<file path="src/rtl/vid_pattern_source_pkg.sv">
// vid_pkg: shared FSM states and test-pattern codes for the video pattern source
package vid_pkg;
  typedef enum logic [1:0] {IDLE, ACTIVE, HBLANK, VBLANK} state_e;
  typedef enum logic [1:0] {PAT_HRAMP, PAT_VRAMP, PAT_CHECK, PAT_DIAG} pat_e;
endpackage

</file>
<file path="src/rtl/vid_pattern_source_if.sv">
// vid_pattern_source_if: registered pixel stream from the source to the filter input
interface vid_pattern_source_if #(parameter int DW = 8);
  logic          valid;
  logic [DW-1:0] data;
  logic          hsync;
  logic          vsync;
  logic          frame_start;
  modport master (output valid, data, hsync, vsync, frame_start);
  modport slave  (input valid, data, hsync, vsync, frame_start);
endinterface

</file>
<file path="src/rtl/vid_pattern_gen.sv">
// vid_pattern_gen: maps pixel coordinates and a pattern code to a pixel value
module vid_pattern_gen
  import vid_pkg::*;
#(
  parameter int XW = 4,
  parameter int YW = 3,
  parameter int DW = 8
) (
  input  logic [XW-1:0] x_i,
  input  logic [YW-1:0] y_i,
  input  pat_e          pat_i,
  output logic [DW-1:0] pix_o
);
  logic [31:0] xe, ye;
  // widen first so bit 5 exists for the checkerboard even with narrow counters
  always_comb begin
    xe = 32'(x_i);
    ye = 32'(y_i);
    pix_o = pat_i == PAT_HRAMP ? DW'(xe) :
            pat_i == PAT_VRAMP ? DW'(ye) :
            pat_i == PAT_CHECK ? {DW{xe[5] ^ ye[5]}} : DW'(xe + ye);
  end
endmodule

</file>
<file path="src/rtl/vid_pattern_source.sv">
// vid_pattern_source: frame-timing FSM driving a test-pattern pixel stream
module vid_pattern_source
  import vid_pkg::*;
#(
  parameter int VIDEO_WIDTH      = 1280,
  parameter int VIDEO_HEIGHT     = 960,
  parameter int H_BLANK          = 160,
  parameter int V_BLANK          = 45,
  parameter int VIDEO_DATA_WIDTH = 8
) (
  input  logic                        clk,
  input  logic                        rst,
  input  logic                        enable,
  input  logic                        pix_ce,
  input  logic [1:0]                  pattern_sel,
  vid_pattern_source_if.master        vid_out,
  output logic                        busy
);
  localparam int LINE = VIDEO_WIDTH + H_BLANK;
  localparam int XW = $clog2(LINE);
  localparam int YW = $clog2(VIDEO_HEIGHT + V_BLANK);
  localparam int DW = VIDEO_DATA_WIDTH;
  state_e state_q, state_d;
  logic [XW-1:0] x_q, x_d;
  logic [YW-1:0] y_q, y_d;
  pat_e pat_q, pat_d;
  logic [DW-1:0] pix, data_q;
  logic valid_q, hsync_q, vsync_q, fs_q, busy_q;
  logic line_end, act_ce;
  vid_pattern_gen #(.XW(XW), .YW(YW), .DW(DW)) u_gen (
    .x_i  (x_q),
    .y_i  (y_q),
    .pat_i(pat_q),
    .pix_o(pix)
  );
  // x runs across the whole line (active then blank); in VBLANK y counts blank lines
  always_comb begin
    state_d = state_q;
    x_d = x_q;
    y_d = y_q;
    pat_d = pat_q;
    line_end = x_q == XW'(LINE - 1);
    act_ce = state_q == ACTIVE && pix_ce;
    case (state_q)
      IDLE: if (enable) begin
        state_d = ACTIVE;
        x_d = '0;
        y_d = '0;
        pat_d = pat_e'(pattern_sel);
      end
      ACTIVE: if (pix_ce) begin
        x_d = x_q + XW'(1);
        state_d = x_q == XW'(VIDEO_WIDTH - 1) ? HBLANK : ACTIVE;
      end
      HBLANK: if (pix_ce) begin
        x_d = line_end ? '0 : x_q + XW'(1);
        if (line_end) begin
          y_d = y_q == YW'(VIDEO_HEIGHT - 1) ? '0 : y_q + YW'(1);
          state_d = y_q == YW'(VIDEO_HEIGHT - 1) ? VBLANK : ACTIVE;
        end
      end
      VBLANK: if (pix_ce) begin
        x_d = line_end ? '0 : x_q + XW'(1);
        if (line_end && y_q == YW'(V_BLANK - 1)) begin
          y_d = '0;
          state_d = enable ? ACTIVE : IDLE;
          pat_d = enable ? pat_e'(pattern_sel) : pat_q;
        end else if (line_end) y_d = y_q + YW'(1);
      end
      default: state_d = IDLE;
    endcase
  end
  // state, counters and registered stream outputs
  always_ff @(posedge clk) begin
    if (!rst) begin
      state_q <= IDLE;
      x_q <= '0;
      y_q <= '0;
      pat_q <= PAT_HRAMP;
      valid_q <= 1'b0;
      data_q <= '0;
      hsync_q <= 1'b0;
      vsync_q <= 1'b0;
      fs_q <= 1'b0;
      busy_q <= 1'b0;
    end else begin
      state_q <= state_d;
      x_q <= x_d;
      y_q <= y_d;
      pat_q <= pat_d;
      valid_q <= act_ce;
      data_q <= act_ce ? pix : '0;
      hsync_q <= state_q == ACTIVE;
      vsync_q <= state_q == ACTIVE || state_q == HBLANK;
      fs_q <= act_ce && x_q == '0 && y_q == '0;
      busy_q <= state_d != IDLE;
    end
  end
  assign vid_out.valid = valid_q;
  assign vid_out.data = data_q;
  assign vid_out.hsync = hsync_q;
  assign vid_out.vsync = vsync_q;
  assign vid_out.frame_start = fs_q;
  assign busy = busy_q;
endmodule
</file>
<file path="src/flat_wrapper.sv">
// flat-port wrapper written by rule: the top's interface ports become plain ports
module vid_pattern_source_flat import vid_pkg::*;
#(
  parameter int VIDEO_WIDTH      = 1280,
  parameter int VIDEO_HEIGHT     = 960,
  parameter int H_BLANK          = 160,
  parameter int V_BLANK          = 45,
  parameter int VIDEO_DATA_WIDTH = 8
)
  (clk, rst, enable, pix_ce, pattern_sel, busy, vid_out_valid, vid_out_data, vid_out_hsync, vid_out_vsync, vid_out_frame_start);
  vid_pattern_source_if vid_out_i ();
  input  logic clk;
  input  logic rst;
  input  logic enable;
  input  logic pix_ce;
  input  logic [1:0] pattern_sel;
  output logic busy;
  output wire logic [$bits(vid_out_i.valid)-1:0] vid_out_valid;
  output wire logic [$bits(vid_out_i.data)-1:0] vid_out_data;
  output wire logic [$bits(vid_out_i.hsync)-1:0] vid_out_hsync;
  output wire logic [$bits(vid_out_i.vsync)-1:0] vid_out_vsync;
  output wire logic [$bits(vid_out_i.frame_start)-1:0] vid_out_frame_start;
  assign vid_out_valid = vid_out_i.valid;
  assign vid_out_data = vid_out_i.data;
  assign vid_out_hsync = vid_out_i.hsync;
  assign vid_out_vsync = vid_out_i.vsync;
  assign vid_out_frame_start = vid_out_i.frame_start;
  vid_pattern_source #(.VIDEO_WIDTH(VIDEO_WIDTH), .VIDEO_HEIGHT(VIDEO_HEIGHT), .H_BLANK(H_BLANK), .V_BLANK(V_BLANK), .VIDEO_DATA_WIDTH(VIDEO_DATA_WIDTH)) u_core (.clk(clk), .rst(rst), .enable(enable), .pix_ce(pix_ce), .pattern_sel(pattern_sel), .vid_out(vid_out_i), .busy(busy));
endmodule
</file>
<file path="config.mk">
export PLATFORM = sky130hd
export DESIGN_NAME = vid_pattern_source_flat
export DESIGN_NICKNAME = d
export VERILOG_FILES = /design/src/rtl/vid_pattern_source_pkg.sv /design/src/rtl/vid_pattern_source_if.sv /design/src/rtl/vid_pattern_gen.sv /design/src/rtl/vid_pattern_source.sv /design/src/flat_wrapper.sv
export SDC_FILE = /design/constraint.sdc
export NUM_CORES = 1
export LEC_CHECK = 0
export ABC_AREA = 1
export CORE_ASPECT_RATIO = 0.75
export CORE_MARGIN = 2
export CORE_UTILIZATION = 58
export CTS_BUF_LIST = sky130_fd_sc_hd__clkbuf_16
export DETAILED_ROUTE_END_ITERATION = 6
export MAX_ROUTING_LAYER = met4
export PLACE_DENSITY = 0.8
export SLEW_MARGIN = 20
export SYNTH_ARGS = -nofsm -noshare
export SYNTH_HDL_FRONTEND = slang
export SYNTH_SLANG_ARGS = --single-unit
</file>
<file path="constraint.sdc">
create_clock -name clk -period 1.9 [get_ports clk]
set_input_delay 0.285 -clock clk [delete_from_list [all_inputs] [get_ports clk]]
set_output_delay 0.285 -clock clk [all_outputs]
set_load 0.03 [all_outputs]
</file>
==> results of run 1 <==
-- worst min-delay path, delay by kind of cell, from the launching register on --
| family | cells | cell delay, ns |
|---|---|---|
| buf+inv | 1 | 0.07 |
| compound gates | 1 | 0.06 |
| flops | 1 | 0.32 |
-- sequential cells by signal, indices dropped and copies added, names as in the netlist --
signal / count
u_core.x_q: 11
u_core.y_q: 10
u_core.vid_out.data: 8
u_core.pat_q: 2
u_core.state_q: 2
u_core.busy: 1
u_core.vid_out.frame_start: 1
u_core.vid_out.hsync: 1
u_core.vid_out.valid: 1
u_core.vid_out.vsync: 1
-- report_power, final --
group	leakage [nW]	internal, mW	switching [mW]
logic	0.871	0.139	0.214
registers	0.311	0.823	0.0241
clock network	0.0915	0.748	0.334
-- synth_stat cells --
master and number:
a21o_1 3, a21oi_1 25, a21oi_2 3, a221oi_1 2, a31oi_1 3, a41oi_1 4
buf_2 2, buf_4 1, buf_6 1, dfxtp_1 38, fa_1 1, ha_1 16
inv_1 56, inv_2 1, nand2_1 83, nand2_2 4, nand3_1 17, nand3_2 1
nand4_1 5, nor2_1 34, nor2_2 3, nor2_4 1, nor3_1 6, nor3_2 1
nor3b_1 2, nor4_1 3, o211ai_1 2, o21a_1 1, o21ai_0 14, o21ai_1 1
o21ai_2 2, o21ai_4 1, o22ai_1 2, or2_2 1, xnor2_1 1, xor2_1 6
-- layout make-up --
cell class                 count  area, sq um
clock buffer                   5          125
clock inverter                 3         63.8
fill                         293          948
inverter                      57          216
multi-input combinational    248         1440
sequential                    38          772
tap                           55         68.8
timing repair buffer          36          340
-- layer usage --
layer / track usage [%] / routed length [um]
met5: - / 0
met4: 12.2 / 132
met2: 48.6 / 3230
met3: 5.18 / 532
met1: 38.6 / 2910
-- logic make-up after synthesis --
family / synth area share, %
AO/OA/AOI/OAI: 16.4
flip-flops: 32.0
XOR/XNOR: 2.58
AND/OR/NAND/NOR: 29.5
adder cells (fa/ha/maj): 9.27
buffers and inverters: 10.2
-- stage by stage --
step / TNS, ns / hold slack [ns] / util [%] / setup WS, ns / power, mW
floorplan: 0 / 0.401 / - / 0.174 / 1.05
global placement: 0 / 0.472 / 68.9 / 0.0983 / 1.17
detailed placement: 0 / 0.486 / 68.9 / 0.0459 / 1.17
CTS: 0 / 0.494 / 73.7 / 0.0277 / 2.25
global route: -0.410 / 0.528 / 76.2 / -0.0584 / 2.35
finish: 0 / 0.492 / 76.2 / 0.0296 / 2.28
-- how the worst min path moves through the flow --
stage,startpoint,to,slack (ns),cells after the start
after floorplan,rst,u_core.vid_out.hsync$_SDFF_PN0_,0.40,2
after global placement,u_core.y_q[9]$_SDFFE_PN0P_,u_core.y_q[9]$_SDFFE_PN0P_,0.47,2
after detailed placement,u_core.y_q[9]$_SDFFE_PN0P_,u_core.y_q[9]$_SDFFE_PN0P_,0.49,2
after CTS,u_core.y_q[9]$_SDFFE_PN0P_,u_core.y_q[9]$_SDFFE_PN0P_,0.49,2
after global routing,u_core.y_q[9]$_SDFFE_PN0P_,u_core.y_q[9]$_SDFFE_PN0P_,0.53,2
final,u_core.y_q[9]$_SDFFE_PN0P_,u_core.y_q[9]$_SDFFE_PN0P_,0.49,2
-- timing repair --
| action | 4_1_cts | 5_1_grt |
|---|---|---|
| buffers inserted | 0 | 2 |
| pin swaps | 0 | 7 |
| resized for setup | 2 | 27 |
| setup endpoints to repair | 1 | 28 |
==> metrics.md, run 1 <==
| Metric | Value |
|---|---|
| Run status | finished, final reports clean |
| Drt pass-1 iters | 5 |
| DIE HEIGHT | 59.4 um |
| Commonest non-fill, non-tap cell in the layout | nand2_1 |
| Via count | 2528 |
| Commonest cells after routing, fill and taps aside | 80 x nand2_1, 55 x inv_1, 33 x dfxtp_1 |
| Pwr dens | 753 nW/um^2 |
| Worst setup SP type | flip-flop |
| Headroom to the max-slew limit | 62.8% |
| Antenna viol nets, final | 0 |
| R2R setup slack | 0.03 ns |
| Endpoints failing setup | 0 |
| Req. time, crit path | 2.07 ns |
| Final hold vios | 0 |
| Placeable core area | 3980 sq um |
| FMAX | 0.535 GHz |
| Clock-pin transition on the worst setup and hold timing paths | 0.06 ns |
| CTS Buf Count | 5 |
| Placed insts | 432 |
| Area growth, synth to finish | 27.6% |
| Critical Path AT | 2.04 ns |
| Fraction of the yosys area taken by sequential cells | 32.0% |
| Hold Crit Class | reg -> reg |
| Synth Register Bits | 38 |
| Crit path capture | u_core.y_q[3]$_SDFFE_PN0P_ |
| Final Skew | 0.00259 ns |
| PortBufs | 18 |
| Placed cell areas | 2740 sq um |
| Post-Syn Instances | 347 |
| Buffers plus inverters on the worst setup path | 1 |
| Mapped cell area | 2370 sq um |
| Share of layout cells above drive strength 1 | 17.1% |
| Clock latency on the worst-skew pair | 0.28 ns |
| Initial cell density of the core | 59.7% |
| DRT iter0 DRCs | 256 |
| # diodes | 0 |
| Kind of critical path | reg -> reg |
| Total clock sinks | 38 |
| CP Cell Sequence | ha_2 > nand3_2 > nor2_4 > nand2_2 > a21oi_2 > nand2_2 > buf_12 > o21ai_0 > a21oi_2 |
| Routed vias/inst | 5.72 |
| Largest net degree at the start of global routing | 13 |
| Post-Layout Cell Count | 442 |
| Mean Syn Cell Area | 6.84 sq um |
| I/O Pins | 19 |
| CP Launch Point | u_core.x_q[0]$_SDFFE_PN0P_ |
| CTS tree | built |
| GRT overflow | 0 |
| Die Wd | 77.9 um |
| Max-slew violations | 0 |
| Longest Clk Path Bufs | 2 |
| Fin crit period | 1.87 ns |
| H-tree lvl count | 2 |
| Residual DRC | 0 |
| CTS root buf | clkbuf_16 |
| Routed wire per std cell | 15.4 um |
| Cell type with the highest aggregate area in the netlist | dfxtp_1 |
| Final Wtd Congestion | 0.972 |
| Max Cap Violations | 0 |
| CP max stage cell | dfxtp_4 |
| Post-CTS Hold Fix Bufs | 0 |
| Crit-path max cell delay | 0.39 ns |
| R2R depth | 9 |
| Share of the synthesized area in the top cell type | 32.0% |
| Top cells by area, synth | dfxtp_1 32%, nand2_1 13%, inv_1 8.9%, ha_1 8.4%, nor2_1 5.4% |
| Tcrit/Tclk final | 98.4% |
| Global Route Usage Sum | 30.4% |
| Fin area | 3030 sq um |
| Leak | 1.27 nW |
| Number of cells on the critical path | 9 |
| Largest delay share family, worst path | simple AND/OR/NAND/NOR gates |
| Critical R2R Launch | u_core.x_q[0]$_SDFFE_PN0P_ |
| VDD IR max | 486 uV |
| Die ar. | 4630 sq um |
| Capturing point of the worst reg2reg path | u_core.y_q[3]$_SDFFE_PN0P_ |
| Worst slew pin tran | 0.555 ns |
| # rows | 20 |
| Initial antenna violation count | 0 |
| Final Net Count | 409 |
| Synth unique cells | 36 |
| Worst setup EP type | flip-flop |
| Number of global-route vias before repair | 2260 |
| Post-Syn Nets | 370 |
| Synth Warn # | 0 |
| Post-DP HPWL | 4590 um |
| Final wirelength | 6810 um |
| CP Max Fanout | 8 |
| First-pass GRT wire length | 10500 um |
No activity file was read; power rests on OpenSTA's default activity.
==> run 2: changes to the inputs <==
Settings changed: CORE_UTILIZATION 58 to 52, PLACE_DENSITY 0.8 to 0.75, RECOVER_POWER from default to 25.
Clock period 1.9 ns to 1.6 ns, I/O delays scaled along.
==> run 2 against run 1 <==
Net effect:
- the run now ends with DRC, setup timing left
- sequential share of layout area fell by 4.7 points
- non-clock buffer count rose by 57
- total power rose by 16%
- die area rose by 11%
- clock skew rose by 0.0043 ns
- sequential power rose by 19%
- largest cell class unchanged
- highest routed layer unchanged
==> metrics.md, run 2 (synthesis gave the netlist of run 1 again) <==
| Metric | Value |
|---|---|
| Number of global-route vias before repair | 2594 (was 2260) |
| Capturing point of the worst reg2reg path | u_core.x_q[7]$_SDFFE_PN0P_ (was u_core.y_q[3]$_SDFFE_PN0P_) |
| R2R setup slack | -0.25 ns (was 0.03 ns) |
| Worst slew pin tran | 0.434 ns (was 0.555 ns) |
| Leak | 1.59 nW (was 1.27 nW) |
| CTS root buf | clkbuf_16 (unchanged) |
| DRT iter0 DRCs | 479 (was 256) |
| Final Net Count | 467 (was 409) |
| Commonest non-fill, non-tap cell in the layout | nand2_1 (unchanged) |
| Hold_sp | u_core.y_q[3]$_SDFFE_PN0P_ (was u_core.y_q[9]$_SDFFE_PN0P_) |
| Placed cell areas | 3100 sq um (was 2740 sq um) |
| Post-DP HPWL | 5090 um (was 4590 um) |
| Post-CTS Hold Fix Bufs | 0 (unchanged) |
| Switching share of power | 31.6% (was 25.1%) |
| # rows | 21 (was 20) |
| Antenna viol nets, final | 0 (unchanged) |
| Drt pass-1 iters | 7 (was 5) |
| Final Core Density | 86.5% (was 76.2%) |
| R2R depth | 12 (was 9) |
| Hold Crit Class | reg -> reg (unchanged) |
| # diodes | 0 (unchanged) |
| CP Launch Point | u_core.state_q[0]$_SDFF_PN0_ (was u_core.x_q[0]$_SDFFE_PN0P_) |
| Headroom to the max-slew limit | 70.8% (was 62.8%) |
| Residual DRC | 2 (was 0) |
| FMAX | 0.541 GHz (was 0.535 GHz) |
| Routed vias/inst | 6.33 (was 5.72) |
| Worst setup EP type | flip-flop (unchanged) |
| Fin crit period | 1.85 ns (was 1.87 ns) |
| Share of layout cells above drive strength 1 | 42.7% (was 17.1%) |
| GRT overflow | 0 (unchanged) |
| Kind of critical path | reg -> reg (unchanged) |
| Total clock sinks | 38 (unchanged) |
| Area growth, synth to finish | 60.7% (was 27.6%) |
| PortBufs | 18 (unchanged) |
| Clock latency on the worst-skew pair | 0.29 ns (was 0.28 ns) |
| VDD IR max | 666 uV (was 486 uV) |
| Fin area | 3820 sq um (was 3030 sq um) |
| CP Max Fanout | 5 (was 8) |
| Final WS setup | -0.249 ns (was 0.0296 ns) |
| Placeable core area | 4410 sq um (was 3980 sq um) |
| Final Skew | 0.00686 ns (was 0.00259 ns) |
| Die Wd | 82.0 um (was 77.9 um) |
| Combinational power share | 23.5% (was 15.5%) |
| # fillers | 212 (was 293) |
| Critical R2R Launch | u_core.state_q[0]$_SDFF_PN0_ (was u_core.x_q[0]$_SDFFE_PN0P_) |
| Global Route Usage Sum | 33.0% (was 30.4%) |
| Pwr dens | 695 nW/um^2 (was 753 nW/um^2) |
| Critical Path AT | 2.03 ns (was 2.04 ns) |
| Req. time, crit path | 1.78 ns (was 2.07 ns) |
| Largest Register | u_core.x_q (unchanged) |
| Final hold vios | 0 (unchanged) |
| Multi-input gate area | 1800 sq um (was 1440 sq um) |
| Seq pwr share | 37.9% (was 37.1%) |
| Initial antenna violation count | 0 (unchanged) |
| Via count | 3179 (was 2528) |
| First-pass GRT wire length | 12600 um (was 10500 um) |
| CTS Buf Count | 5 (unchanged) |
| RSZ-0062 raised after global routing | true |
| Switch Pwr | 0.837 mW (was 0.572 mW) |
| Largest net degree at the start of global routing | 14 (was 13) |
| Initial cell density of the core | 53.8% (was 59.7%) |
| Max reg flops | 11 (unchanged) |
| Failing checks | DRC, setup timing |
| H-tree lvl count | 2 (unchanged) |
| CTS tree | built (unchanged) |
| Endpoints failing setup | 30 (was 0) |
| Max Cap Violations | 0 (unchanged) |
| Final wirelength | 10500 um (was 6810 um) |
| Clock power frac | 38.6% (was 47.4%) |
| Final Wtd Congestion | 0.947 (was 0.972) |
| Max-slew violations | 0 (unchanged) |
| DIE HEIGHT | 62.5 um (was 59.4 um) |
| Sequential standard cell area | 795 sq um (was 772 sq um) |
| Longest Clk Path Bufs | 2 (unchanged) |
| Clock-pin transition on the worst setup and hold timing paths | 0.07 ns (was 0.06 ns) |
| Internal power | 1.81 mW (was 1.71 mW) |
| Commonest cells after routing, fill and taps aside | 69 x nand2_1, 65 x buf_4, 44 x inv_1 (was 80 x nand2_1, 55 x inv_1, 33 x dfxtp_1) |
| Routed wire per std cell | 20.9 um (was 15.4 um) |
| Run status | finished, violations left (was finished, final reports clean) |
| Tcrit/Tclk final | 116% (was 98.4%) |
| Crit path capture | u_core.x_q[7]$_SDFFE_PN0P_ (was u_core.y_q[3]$_SDFFE_PN0P_) |
| Worst setup SP type | flip-flop (unchanged) |
| Die ar. | 5130 sq um (was 4630 sq um) |
| I/O Pins | 19 (unchanged) |
==> run 2: cell type report <==
class / instances / area share [%]
multi-input combinational: 249 / 47.1
sequential: 38 / 20.8
timing repair buffer: 93 / 20.5
inverter: 57 / 5.93
clock buffer: 5 / 3.28
tap: 57 / 1.87
clock inverter: 3 / 0.524
==> run 2: routing by layer <==
layer / share of wire [%] / GRT usage (%) / vias to the layer above
met1: 36 / 41.1 / 1468
met5: 0 / - / -
met3: 11 / 5.64 / 110
met2: 44 / 52.3 / 271
li1: - / - / 1330
met4: 8.5 / 14.4 / 0
==> run 2: power groups by stage <==
stage,clock network (mW),logic (mW),registers [mW]
2_1_floorplan,0,0.215,1.04
3_3_place_gp,0,0.422,1.02
3_5_place_dp,0,0.429,1.02
4_1_cts,1.01,0.494,1.00
5_1_grt,1.07,0.652,1.01
6_report,1.02,0.624,1.01
==> run 2: what timing repair did <==
action                                  in CTS  in global routing
resized for setup                           50                 77
endpoints found under the setup margin      29                 34
pin swaps                                   18                 24
buffers inserted                             6                  9
gates cloned                                 2                  0
==> run 2: metrics by stage <==
stage	power, mW	setup WS, ns	cells	hold slack (ns)	setup TNS, ns
after floorplan	1.26	-0.000659	347	0.356	-0.000659
after global placement	1.44	-0.129	478	0.471	-1.64
after detailed placement	1.45	-0.188	478	0.493	-2.68
after CTS	2.50	-0.0476	494	0.508	-0.205
after global routing	2.73	-0.408	502	0.540	-5.85
final	2.65	-0.249	502	0.540	-4.13
==> run 2: worst min path at each step <==
stage | slack [ns] | end | depth (start not counted)
2_1_floorplan | 0.36 | u_core.vid_out.hsync$_SDFF_PN0_ | 2
3_3_place_gp | 0.47 | u_core.pat_q[1]$_SDFFE_PN0P_ | 2
3_5_place_dp | 0.49 | u_core.pat_q[1]$_SDFFE_PN0P_ | 2
4_1_cts | 0.51 | u_core.y_q[9]$_SDFFE_PN0P_ | 2
5_1_grt | 0.54 | u_core.y_q[3]$_SDFFE_PN0P_ | 2
6_report | 0.54 | u_core.y_q[3]$_SDFFE_PN0P_ | 2
==> run 2: worst max-delay path, stage by stage, from the launching register on <==
cell and delay, ns:
dfxtp_4 0.39, inv_4 0.05, ha_4 0.16, inv_4 0.07
nand2_4 0.06, nand2_1 0.07, nand2_1 0.08, inv_2 0.08
nand2_4 0.06, buf_6 0.14, nor2_2 0.15, a21oi_1 0.12
nor3_1 0.29
